$ cat config.mk
export PLATFORM = sky130hd
export DESIGN_NAME = quadrature_step_decoder
export DESIGN_NICKNAME = d
export VERILOG_FILES = /design/src/rtl/quadrature_step_decoder.sv
export SDC_FILE = /design/constraint.sdc
export NUM_CORES = 1
export LEC_CHECK = 0
export ABC_AREA = 1
export CELL_PAD_IN_SITES_DETAIL_PLACEMENT = 0
export CELL_PAD_IN_SITES_GLOBAL_PLACEMENT = 1
export CORE_MARGIN = 1.5
export CORE_UTILIZATION = 41
export DETAILED_ROUTE_END_ITERATION = 16
export PLACE_DENSITY = 0.8
export SYNTH_ARGS = -nofsm -noshare
export SYNTH_HDL_FRONTEND = slang
export SYNTH_SLANG_ARGS = --single-unit
$ cat constraint.sdc
create_clock -name clk -period 1.5 [get_ports clk]
set_clock_uncertainty 0.05 [all_clocks]
set_input_delay 0.3 -clock clk [delete_from_list [all_inputs] [get_ports clk]]
set_output_delay 0.3 -clock clk [all_outputs]
set_load 0.01 [all_outputs]
$ cat src/rtl/quadrature_step_decoder.sv
// Quadrature A/B decoder: sync, glitch filter, Gray-phase step strobes.
// Ports: clk, rst, a_in, b_in, clr_err -> enable, up_down, err, ab_state.
module quadrature_step_decoder #(
  parameter int FILTER_LEN = 4
) (
  input  logic       clk,
  input  logic       rst,
  input  logic       a_in,
  input  logic       b_in,
  input  logic       clr_err,
  output logic       enable,
  output logic       up_down,
  output logic       err,
  output logic [1:0] ab_state
);

  localparam int CW = $clog2(FILTER_LEN + 1);
  localparam int SW = $clog2(FILTER_LEN + 4);
  localparam logic [CW-1:0] CMAX = CW'(FILTER_LEN - 1);
  localparam logic [SW-1:0] SLAST = SW'(FILTER_LEN + 2);

  typedef enum logic {
    SETTLE,
    RUN
  } state_t;

  state_t        state, state_n;
  logic [SW-1:0] scnt;
  logic [1:0]    s1, s2;
  logic          filt [2];
  logic [CW-1:0] cnt  [2];
  logic [1:0]    cur, prev;
  logic          step_up, step_dn, illegal;

  assign cur      = {filt[1], filt[0]};
  assign ab_state = cur;

  always_ff @(posedge clk or posedge rst) begin
    if (rst) begin
      s1 <= '0;
      s2 <= '0;
    end else begin
      s1 <= {a_in, b_in};
      s2 <= s1;
    end
  end

  // Index 1 is channel A, index 0 is channel B.
  for (genvar i = 0; i < 2; i++) begin : g_filt
    always_ff @(posedge clk or posedge rst) begin
      if (rst) begin
        filt[i] <= 1'b0;
        cnt[i]  <= '0;
      end else if (state == SETTLE) begin
        filt[i] <= s2[i];
        cnt[i]  <= '0;
      end else if (s2[i] == filt[i]) begin
        cnt[i]  <= '0;
      end else if (cnt[i] == CMAX) begin
        filt[i] <= s2[i];
        cnt[i]  <= '0;
      end else begin
        cnt[i]  <= cnt[i] + CW'(1);
      end
    end
  end

  always_ff @(posedge clk or posedge rst) begin
    if (rst) begin
      state <= SETTLE;
      scnt  <= '0;
    end else begin
      state <= state_n;
      if (state == SETTLE && scnt != SLAST)
        scnt <= scnt + SW'(1);
    end
  end

  always_comb begin
    state_n = state;
    step_up = 1'b0;
    step_dn = 1'b0;
    illegal = 1'b0;
    unique case (state)
      SETTLE: begin
        if (scnt == SLAST)
          state_n = RUN;
      end
      RUN: begin
        case ({prev, cur})
          4'b0010, 4'b1011,
          4'b1101, 4'b0100: step_up = 1'b1;
          4'b0001, 4'b0111,
          4'b1110, 4'b1000: step_dn = 1'b1;
          4'b0011, 4'b1100,
          4'b0110, 4'b1001: illegal = 1'b1;
          default: ;
        endcase
      end
      default: state_n = SETTLE;
    endcase
  end

  // prev tracks cur in both states, so RUN starts with no phantom step.
  always_ff @(posedge clk or posedge rst) begin
    if (rst) begin
      prev    <= '0;
      enable  <= 1'b0;
      up_down <= 1'b0;
      err     <= 1'b0;
    end else begin
      prev   <= cur;
      enable <= step_up | step_dn;
      if (step_up)
        up_down <= 1'b1;
      else if (step_dn)
        up_down <= 1'b0;
      err <= illegal | (err & ~clr_err);
    end
  end

endmodule

==> flow_summary.json <==
{
  "cp_max_fo": 2,
  "drt_wl_total_um": 1230,
  "grt_pass1_wl_um": 2260,
  "grt_max_degree": 22,
  "die_w_um": 48.8,
  "synth_area_per_cell_um2": 10.3,
  "worstPathRequired_ps": 1150,
  "syn_nets": 92,
  "synth_cells": 83,
  "maxSlewViolCount": 0,
  "ys_types": 16,
  "drt.antenna.violating_nets": 0,
  "syn2layout_area_growth_pct": 19.5,
  "maxCapViolations": 0,
  "wire_per_inst_um": 9.73,
  "cts_tree": "yes",
  "root_buffer": "clkbuf_4",
  "first_iter_violations": 8,
  "arrival_ps": 980,
  "place_area_um2": 997,
  "fp-row-count": 16,
  "antenna_found_initial": 0,
  "worst_pin_slew_ps": 360,
  "finalSetupViolCount": 0,
  "seqPwrFrac": 0.472,
  "finalHoldViolations": 0,
  "cpLargestDelayFamily": "flip-flops",
  "ys_warn_count": 0,
  "crit_chain": "dlygate4sd2_1",
  "drc": 0,
  "via_per_inst": 4.48,
  "n_antenna_cell": 0,
  "dpl.hpwl_um": 948,
  "final_core_util": 0.523,
  "crit_buf_inv": 1,
  "grt_use_total": 0.123,
  "powerDensity_nw_per_um2": 1600,
  "switching_share": 0.346,
  "dp_cells": 121,
  "clk_latency_ps": 300,
  "io_pins": 10,
  "port_buffers": 9,
  "grt_setup_unrepaired": "false",
  "cts-buffers-inserted": 3,
  "num-nets-final": 109,
  "cp-end-kind": "output pin",
  "p_leak_nw": 0.540,
  "dieArea_um2": 2380,
  "layout_min_cycle_time_ps": 1330,
  "period_share": 0.888,
  "critPathKind": "register to output pin",
  "synth_seq_area_share": 0.612,
  "instances_no_fill": 126,
  "cts.sinks": 21,
  "htreeDepth": 1,
  "startpoint_type": "register",
  "finalInstanceArea_um2": 1030,
  "ys_ff_latch": 21,
  "grt_pass1_vias": 544,
  "postLayoutSetupSlackWorst_ps": 168,
  "layout-drive-gt1-share": 0.141,
  "critPathSlowestCell": "dfrtp_1",
  "place_ws_ps": 192,
  "vias": 564,
  "max_clock_freq_mhz": 751,
  "cp_slowest_stage_delay_ps": 400,
  "holdWs_ps": 254,
  "synth_area_um2": 858,
  "clkSlewWorstSetupHoldPaths_ps": 120,
  "fin_tns_setup_ps": 0,
  "core_um2": 1960,
  "ir_worst_vdd_mv": 0.738,
  "r2r_slack_ps": 350,
  "gp_congestion": 0.726,
  "p_int_mw": 1.08,
  "slew_headroom": 0.758,
  "switching_power_uw": 568,
  "p_comb_frac": 0.366,
  "holdBufCountCts": 0,
  "status": "finished, final reports clean",
  "cts_buffer_depth": 2,
  "die_h_um": 48.8,
  "start_util": 0.437,
  "dr.pass1.iters": 4,
  "clkPwrFrac": 0.162,
  "power_mw": 1.64,
  "grt-ovfl-total": 0,
  "hp-class": "input port to async pin"
}
what timing repair did:
| item | 4_1_cts | 5_1_grt |
|---|---|---|
| gates resized for setup | 5 | 0 |
| endpoints found under the setup margin | 5 | 0 |
| setup buffers | 1 | 0 |
cell families after synthesis:
family,synth area share
DFF,0.612
AOI/OAI and AO/OA,0.0452
xor gates and xnor gates,0.0394
and+or+nand+nor,0.188
buffers and inverters,0.0569
adders and majority gates,0.0583
placed cells by master, fill, tap and decap left out, drive strengths merged:
cell type,Yosys,layout
inv,13,13
dlygate4sd2,0,5
xor2,1,1
dfrtp,21,21
clkdlybuf4s50,0,4
nand3,5,5
o21ai,7,7
clkinv,0,1
nor3,2,2
ha,4,4
nor2,6,6
clkbuf,0,3
nand2,21,21
xnor2,2,2
buf,0,3
nor3b,1,1
synthesized netlist by cell type (all sizes together):
master | count | area, µm²
inv | 13 | 48.8
o21ai | 7 | 38.8
xor2 | 1 | 16.3
nor3 | 2 | 15.0
nand3 | 5 | 25.0
nor3b | 1 | 12.5
nand2 | 21 | 86.3
ha | 4 | 50.1
nor2 | 6 | 22.5
dfrtp | 21 | 526
xnor2 | 2 | 17.5
area by class of cell:
type                            instances  area, µm²
Sequential cell                        21        526
Inverter                               13       48.8
Tap cell                               27       33.8
Timing Repair Buffer                   12        106
Fill cell                             202        936
Multi-Input combinational cell         49        284
Clock inverter                          1       5.00
Clock buffer                            3       22.5
path summary, 6_finish.rpt:
kind / start / to / cells past startpoint
min in group clk: s1[1]$_DFF_PP0_ / s2[1]$_DFF_PP0_ / 0
setup / recovery: ab_state[1]$_DFFE_PP0P_ / ab_state[1] / 1
hold / removal: rst / scnt[1]$_DFFE_PP0P_ / 3
max in group asynchronous: rst / scnt[0]$_DFFE_PP0P_ / 3
setup reg to reg: scnt[0]$_DFFE_PP0P_ / scnt[2]$_DFFE_PP0P_ / 5
hold reg to reg: s1[1]$_DFF_PP0_ / s2[1]$_DFF_PP0_ / 0
metal layers:
metal  vias up  GRT usage  routed length (µm)
met1       259      0.160                 603
met3         2     0.0309                  52
met2        14      0.194                 550
met4         0     0.0571                  20
met5         -          0                   0
li1        289          -                   -
sequential cells by signal, summed over array words and instances, names as in the netlist:
register  count
enable        1
ab_state      2
state         1
scnt          3
prev          2
up_down       1
cnt           6
s2            2
err           1
s1            2
power groups by stage:
stage / Combinational [mW] / Clock (mW) / Sequential (mW)
after CTS: 0.612 / 0.281 / 0.780
after detailed placement: 0.623 / 0 / 0.806
after global placement: 0.620 / 0 / 0.797
after floorplan: 0.343 / 0 / 0.840
after global routing: 0.704 / 0.306 / 0.798
final: 0.602 / 0.266 / 0.777
Power figures use the tool's default switching activity.
